File: src/rtl/imem_arb_pkg.sv
// Shared types and defaults for the instruction-memory arbiter.
package imem_arb_pkg;

  typedef enum logic [0:0] {
    FETCH_PRI = 1'b0,
    LDR_FORCE = 1'b1
  } state_t;

  typedef enum logic [1:0] {
    OWN_NONE = 2'd0,
    OWN_IF   = 2'd1,
    OWN_LD   = 2'd2
  } owner_t;

  localparam int STARVE_MAX_DEF = 8;
  localparam int CNT_W          = 8;

endpackage

File: src/rtl/imem_arb_starve_cnt.sv
// Saturating count of consecutive denied loader cycles; hit flags the
// denied cycle on which the count reaches STARVE_MAX-1.
module imem_arb_starve_cnt
  import imem_arb_pkg::*;
#(
  parameter int STARVE_MAX = STARVE_MAX_DEF
) (
  input  logic             clk,
  input  logic             rstn,
  input  logic             inc,
  input  logic             clr,
  output logic [CNT_W-1:0] cnt,
  output logic             hit
);

  localparam logic [CNT_W:0]   HIT_AT = (CNT_W + 1)'(STARVE_MAX - 1);
  localparam logic [CNT_W-1:0] SAT    = CNT_W'(STARVE_MAX);

  logic [CNT_W:0] cnt_next;

  always_comb begin
    cnt_next = {1'b0, cnt} + {{CNT_W{1'b0}}, 1'b1};
    hit      = inc && !clr && (cnt_next >= HIT_AT);
  end

  // Clear wins over increment; the count sticks at SAT rather than wrapping.
  always_ff @(posedge clk or negedge rstn) begin
    if (!rstn) begin
      cnt <= '0;
    end else if (clr) begin
      cnt <= '0;
    end else if (inc && (cnt < SAT)) begin
      cnt <= cnt + 1'b1;
    end
  end

endmodule

File: src/rtl/imem_arbiter.sv
// Fixed-priority fetch/loader arbiter for the single-port instruction BRAM.
// Optional perf counters are built when IMEM_ARB_PERF_EN is defined.
module imem_arbiter
  import imem_arb_pkg::*;
#(
  parameter int ADDR_W     = 10,
  parameter int DATA_W     = 32,
  parameter int STARVE_MAX = STARVE_MAX_DEF
) (
  input  logic              clk,
  input  logic              rstn,
  input  logic              if_req,
  input  logic [ADDR_W-1:0] if_addr,
  output logic              if_gnt,
  output logic              if_rvalid,
  output logic [DATA_W-1:0] if_rdata,
  input  logic              ld_req,
  input  logic              ld_we,
  input  logic [ADDR_W-1:0] ld_addr,
  input  logic [DATA_W-1:0] ld_wdata,
  output logic              ld_gnt,
  output logic              ld_rvalid,
  output logic [DATA_W-1:0] ld_rdata,
  output logic              mem_en,
  output logic              mem_we,
  output logic [ADDR_W-1:0] mem_addr,
  output logic [DATA_W-1:0] mem_wdata,
  input  logic [DATA_W-1:0] mem_rdata,
  output state_t            dbg_state,
  output logic [CNT_W-1:0]  dbg_starve_cnt
`ifdef IMEM_ARB_PERF_EN
  ,
  output logic [31:0]       perf_if_cnt,
  output logic [31:0]       perf_ld_cnt,
  output logic [31:0]       perf_force_cnt
`endif
);

  state_t            state;
  owner_t            owner_q;
  logic [ADDR_W-1:0] addr_q;
  logic [DATA_W-1:0] if_rdata_q;
  logic [DATA_W-1:0] ld_rdata_q;
  logic              cnt_inc;
  logic              cnt_clr;
  logic              cnt_hit;

  // Handshake: a requester raises req with addr/data stable and holds them
  // until it sees gnt high in the same cycle; gnt is combinational, at most
  // one gnt per cycle, and a read's rvalid follows exactly one cycle later.
  always_comb begin
    if_gnt = 1'b0;
    ld_gnt = 1'b0;
    if (rstn) begin
      if (ld_req && ((state == LDR_FORCE) || !if_req)) begin
        ld_gnt = 1'b1;
      end else if (if_req) begin
        if_gnt = 1'b1;
      end
    end
  end

  always_comb begin
    mem_en    = if_gnt | ld_gnt;
    mem_we    = ld_gnt & ld_we;
    mem_addr  = ld_gnt ? ld_addr : (if_gnt ? if_addr : addr_q);
    mem_wdata = mem_we ? ld_wdata : '0;
    cnt_inc   = ld_req && !ld_gnt;
    cnt_clr   = ld_gnt || !ld_req;
  end

  imem_arb_starve_cnt #(
    .STARVE_MAX (STARVE_MAX)
  ) u_starve_cnt (
    .clk  (clk),
    .rstn (rstn),
    .inc  (cnt_inc),
    .clr  (cnt_clr),
    .cnt  (dbg_starve_cnt),
    .hit  (cnt_hit)
  );

  // A forced slot is single-shot: LDR_FORCE always falls back to FETCH_PRI.
  always_ff @(posedge clk or negedge rstn) begin
    if (!rstn) begin
      state <= FETCH_PRI;
    end else begin
      case (state)
        FETCH_PRI: if (cnt_hit) state <= LDR_FORCE;
        LDR_FORCE: state <= FETCH_PRI;
        default:   state <= FETCH_PRI;
      endcase
    end
  end

  assign dbg_state = state;

  always_ff @(posedge clk or negedge rstn) begin
    if (!rstn) begin
      owner_q <= OWN_NONE;
      addr_q  <= '0;
    end else begin
      if (if_gnt) begin
        owner_q <= OWN_IF;
      end else if (ld_gnt && !ld_we) begin
        owner_q <= OWN_LD;
      end else begin
        owner_q <= OWN_NONE;
      end
      if (mem_en) begin
        addr_q <= mem_addr;
      end
    end
  end

  // Owner sees BRAM data directly; the other side keeps its last read word.
  always_ff @(posedge clk or negedge rstn) begin
    if (!rstn) begin
      if_rdata_q <= '0;
      ld_rdata_q <= '0;
    end else begin
      if (owner_q == OWN_IF) if_rdata_q <= mem_rdata;
      if (owner_q == OWN_LD) ld_rdata_q <= mem_rdata;
    end
  end

  always_comb begin
    if_rvalid = (owner_q == OWN_IF);
    ld_rvalid = (owner_q == OWN_LD);
    if_rdata  = if_rvalid ? mem_rdata : if_rdata_q;
    ld_rdata  = ld_rvalid ? mem_rdata : ld_rdata_q;
  end

`ifdef IMEM_ARB_PERF_EN
  always_ff @(posedge clk or negedge rstn) begin
    if (!rstn) begin
      perf_if_cnt    <= '0;
      perf_ld_cnt    <= '0;
      perf_force_cnt <= '0;
    end else begin
      if (if_gnt) perf_if_cnt <= perf_if_cnt + 32'd1;
      if (ld_gnt) perf_ld_cnt <= perf_ld_cnt + 32'd1;
      if (ld_gnt && (state == LDR_FORCE)) perf_force_cnt <= perf_force_cnt + 32'd1;
    end
  end
`endif

endmodule

File: config.mk
export PLATFORM = sky130hd
export DESIGN_NAME = imem_arbiter
export DESIGN_NICKNAME = d
export VERILOG_FILES = /design/src/rtl/imem_arb_pkg.sv /design/src/rtl/imem_arb_starve_cnt.sv /design/src/rtl/imem_arbiter.sv
export SDC_FILE = /design/constraint.sdc
export NUM_CORES = 1
export LEC_CHECK = 0
export BUFFER_PORTS_ARGS = -buffer_cell sky130_fd_sc_hd__buf_2
export CAP_MARGIN = 20
export CORE_MARGIN = 4
export CORE_UTILIZATION = 45
export CTS_CLUSTER_DIAMETER = 30
export DETAILED_ROUTE_END_ITERATION = 8
export GPL_TIMING_DRIVEN = 0
export HOLD_SLACK_MARGIN = 0.15
export PLACE_DENSITY = 0.84
export SLEW_MARGIN = 5
export SYNTH_ARGS = -nofsm -noshare
export SYNTH_HDL_FRONTEND = slang
export SYNTH_HIERARCHICAL = 1
export SYNTH_SLANG_ARGS = --single-unit
export TNS_END_PERCENT = 20
File: constraint.sdc
create_clock -name clk -period 3.15 [get_ports clk]
set_clock_uncertainty 0.2 [all_clocks]
set_input_delay 0.63 -clock clk [delete_from_list [all_inputs] [get_ports clk]]
set_output_delay 0.63 -clock clk [all_outputs]
set_load 0.02 [all_outputs]
==> out/qor.tcl <==
set qor(status) {complete, no violations}
set qor(syn_inst) 275
set qor(yosysTopAreaCell) {sky130_fd_sc_hd__dfrtp_1}
set qor(power.density_cell_area_nw_per_um2) 578
set qor(filler_cell_count) 646
set qor(hold_vio_cnt_final) 0
set qor(async_flop_share_pct) 100
set qor(ir_worst_vdd_v) 0.000216
set qor(cts.reportedPaths.clkPinSlew_ps) 100
set qor(share_of_layout_cells_above_drive_strength_1_pct) 61.7
set qor(worstPathMaxFanout) 10
set qor(routed_wirelength_mm) 10.5
set qor(synth.top_cells.by_area) {sky130_fd_sc_hd__dfrtp_1 (57%), sky130_fd_sc_hd__mux2_2 (20%), sky130_fd_sc_hd__and2_1 (7.2%), sky130_fd_sc_hd__a221o_1 (5.4%), sky130_fd_sc_hd__nor2b_1 (1.5%)}
set qor(synth-edff-count) 0
set qor(timing.critical_path.cells) {nor2b_1, buf_2, buf_2, mux2_2, buf_2}
set qor(drcViolationCount) 0
set qor(vias_per_cell) 5.07
set qor(finalPower_mw) 3.03
set qor(post_synthesis_area_per_instance_sq_um) 13.5
set qor(core_area_sq_um) 7890
set qor(io_buffer_count) 209
set qor(number_of_nets_with_antenna_violations_after_detailed_routing) 0
set qor(dominantRegCellSynth) {sky130_fd_sc_hd__dfrtp_1}
set qor(final_std_cells_w_o_fill) 609
set qor(fp.dieArea_sq_um) 9780
set qor(netlist.area_leader.share_pct) 57.2
set qor(synth_nets) 366
set qor(yosys.cell_types.count) 26
set qor(crit-reg2reg-launch) {dbg_state}
set qor(ys_seq_elements) 85
set qor(root_buffer_master) {sky130_fd_sc_hd__clkbuf_8}
set qor(design_area_sq_um) 5240
set qor(overall_global_routing_resource_usage_pct) 21.3
set qor(clockBufferDepth) 2
set qor(chipHeight_microns) 98.9
set qor(tritoncts) {built}
set qor(dieWidth_microns) 98.9
set qor(detailedRoute.firstIterationViolations) 77
set qor(layout_worst_path_cycle_share_pct) 85.6
set qor(num-nets-final) 593
set qor(first_global_vias) 3259
set qor(worstRegToRegCells) 7
set qor(cp.buffers_inverters) 3
set qor(rsz_0062_raised_after_global_routing) {no}
set qor(via_count) 3089
set qor(antenna_found_initial) 0
set qor(placed_cell_area_sq_um) 4920
set qor(htreeDepth) 3
set qor(hpwl_dp_mm) 7.99
set qor(diodes) 0
set qor(area_growth_syn_to_layout_pct) 41.0
set qor(worst_path_dominant_cell_family) {buffers and inverters}
set qor(ys.warnings.count) 6
set qor(peak_clock_frequency_supported_by_timing_ghz) 0.371
set qor(final-max-slew-violation-count) 0
set qor(area.sequential_sq_um) 2130
set qor(cts_inserted_buffers) 9
set qor(r2r_slack_ps) 970
set qor(multiInputGateArea_sq_um) 1460
set qor(worst_hold_path_type) {input port to async pin}
set qor(critical_path.reg2reg.endpoint) {u_starve_cnt/cnt[2]}
set qor(wl_per_cell_microns) 17.2
set qor(place_congestion) 0.775
set qor(fp-row-count) 32
set qor(critPathCaptureType) {output port}
set qor(start_util_pct) 47.1
set qor(power.static_leakage_nw) 2.78
set qor(worst_slew_pin_slew_ps) 866
set qor(postCtsSetupBuffers) 0
set qor(cp_slowest_cell) {sky130_fd_sc_hd__mux2_2}
set qor(start_kind) {flip-flop}
set qor(setup_viol_count_final) 0
set qor(period_minus_slack_ps) 2700
set qor(worst-endpoint-required_ps) 2320
set qor(sequential_share_of_the_synthesized_area_pct) 57.2
set qor(critical-path-max-stage-delay_ps) 400
set qor(number_of_sinks_handled_by_clock_tree_synthesis) 85
set qor(worst_slew_margin_rel_pct) 41.7
set qor(ios) 210
set qor(wire_length_of_the_first_global_routing_pass_mm) 16.6
set qor(detailedRoute.firstPassIterationCount) 4
set qor(clock_latency_ps) 340
set qor(number_of_placed_cells_counting_well_taps) 587
set qor(most_repeated_library_cell_on_the_critical_path) {sky130_fd_sc_hd__buf_2}
set qor(worstSetupPathType) {flip-flop to output port}
set qor(cp_data_arrival_time_ps) 1870
set qor(drv_cap) 0
set qor(grt_overflow_total) 0
set qor(synth_area_sq_um) 3720
set qor(grt_start_max_net_pins) 30
set qor(fin_tns_setup_ps) 0
==> cells in the mapped netlist, types with 2 or more instances <==
| cell type | instances |
|---|---|
| sky130_fd_sc_hd__and2_1 | 43 |
| sky130_fd_sc_hd__buf_2 | 11 |
| sky130_fd_sc_hd__nor2b_1 | 9 |
| sky130_fd_sc_hd__ha_1 | 2 |
| sky130_fd_sc_hd__mux2_2 | 65 |
| sky130_fd_sc_hd__o21ai_0 | 2 |
| sky130_fd_sc_hd__a311oi_1 | 2 |
| sky130_fd_sc_hd__a221o_1 | 20 |
| sky130_fd_sc_hd__nor2_1 | 2 |
| sky130_fd_sc_hd__buf_4 | 2 |
| sky130_fd_sc_hd__buf_6 | 3 |
| sky130_fd_sc_hd__nand3_1 | 3 |
| sky130_fd_sc_hd__a21oi_1 | 4 |
| sky130_fd_sc_hd__dfrtp_1 | 85 |
| sky130_fd_sc_hd__inv_1 | 7 |
| sky130_fd_sc_hd__nand2b_1 | 4 |
| sky130_fd_sc_hd__nand2_1 | 2 |
==> kinds of logic (layout without fill, tap and decap cells) <==
kind of cell | Yosys count | count (layout) | share of synthesized area (%)
DFF | 85 | 85 | 57.2
muxes | 66 | 66 | 20.0
and+or+nand+nor | 66 | 66 | 10.8
AOI/OAI and AO/OA | 31 | 31 | 7.57
buffers and inverters | 24 | 256 | 3.60
adders and majority gates | 2 | 2 | 0.673
xor gates and xnor gates | 1 | 1 | 0.236
==> metal layers <==
layer  vias up  GRT usage [%]  wire length [microns]
li1       1421              -                      -
met1      1537           27.1                   4260
met2       112           36.2                   5380
met3        19           3.47                    592
met4         0           8.19                    221
met5         -              0                      0
==> timing repair <==
action / 4_1_cts / 5_1_grt
endpoints found under the hold margin: 29 / 0
resized for setup: 1 / 0
hold buffers: 5 / 0
setup endpoints to repair: 39 / 0
==> sequential cells by signal (all words and copies together), names as in the netlist <==
signal / count
ld_rdata_q: 32
if_rdata_q: 32
owner_q: 2
u_starve_cnt/cnt: 8
dbg_state: 1
addr_q: 10
==> cells in the final DEF, fill, tap and decap left out, types with 2 or more instances in the layout <==
master,instances
sky130_fd_sc_hd__nand2b_1,4
sky130_fd_sc_hd__buf_6,4
sky130_fd_sc_hd__dlygate4sd3_1,2
sky130_fd_sc_hd__buf_12,3
sky130_fd_sc_hd__a311oi_1,2
sky130_fd_sc_hd__nor2b_1,9
sky130_fd_sc_hd__and2_1,43
sky130_fd_sc_hd__nor2_1,2
sky130_fd_sc_hd__nand3_1,3
sky130_fd_sc_hd__dfrtp_1,85
sky130_fd_sc_hd__buf_4,2
sky130_fd_sc_hd__nand2_1,2
sky130_fd_sc_hd__ha_1,2
sky130_fd_sc_hd__inv_6,3
sky130_fd_sc_hd__a221o_1,20
sky130_fd_sc_hd__buf_2,219
sky130_fd_sc_hd__clkbuf_8,9
sky130_fd_sc_hd__inv_1,7
sky130_fd_sc_hd__a21oi_1,4
sky130_fd_sc_hd__mux2_2,65
sky130_fd_sc_hd__o21ai_0,2
==> report_power, final <==
group	switching [mW]	internal [mW]	leakage (nW)
combinational	0.540	0.372	1.64
sequential	0.0481	1.27	1.03
clock	0.414	0.381	0.107
==> layout make-up <==
type / instances / area share, %
Clock buffer: 9 / 2.36
Buffer: 17 / 2.05
Timing Repair Buffer: 216 / 22.7
Multi-Input combinational cell: 166 / 27.8
Sequential cell: 85 / 40.6
Inverter: 7 / 0.501
Tap cell: 102 / 2.43
Clock inverter: 7 / 1.55
==> metrics by stage <==
| step | setup slack [ps] | hold WS [ps] | util (%) |
|---|---|---|---|
| 2_1_floorplan | 885 | 134 | - |
| 3_3_place_gp | -1050 | 271 | 62.0 |
| 3_5_place_dp | -113 | 279 | 62.4 |
| 4_1_cts | 419 | 154 | 66.5 |
| 5_1_grt | 351 | 157 | 66.5 |
| 6_report | 452 | 164 | 66.5 |
==> worst max-delay path by stage <==
stage	startpoint	to	slack [ps]	cells past startpoint
after global placement	rstn	mem_addr[9]	-1050	6
after floorplan	rstn	mem_addr[3]	890	4
after detailed placement	rstn	mem_addr[9]	-110	7
after global routing	owner_q[0]	ld_rdata[16]	350	5
final	owner_q[0]	ld_rdata[16]	450	5
after CTS	owner_q[0]	ld_rdata[16]	420	5
Note: power is estimated with default switching activity, not from simulation.
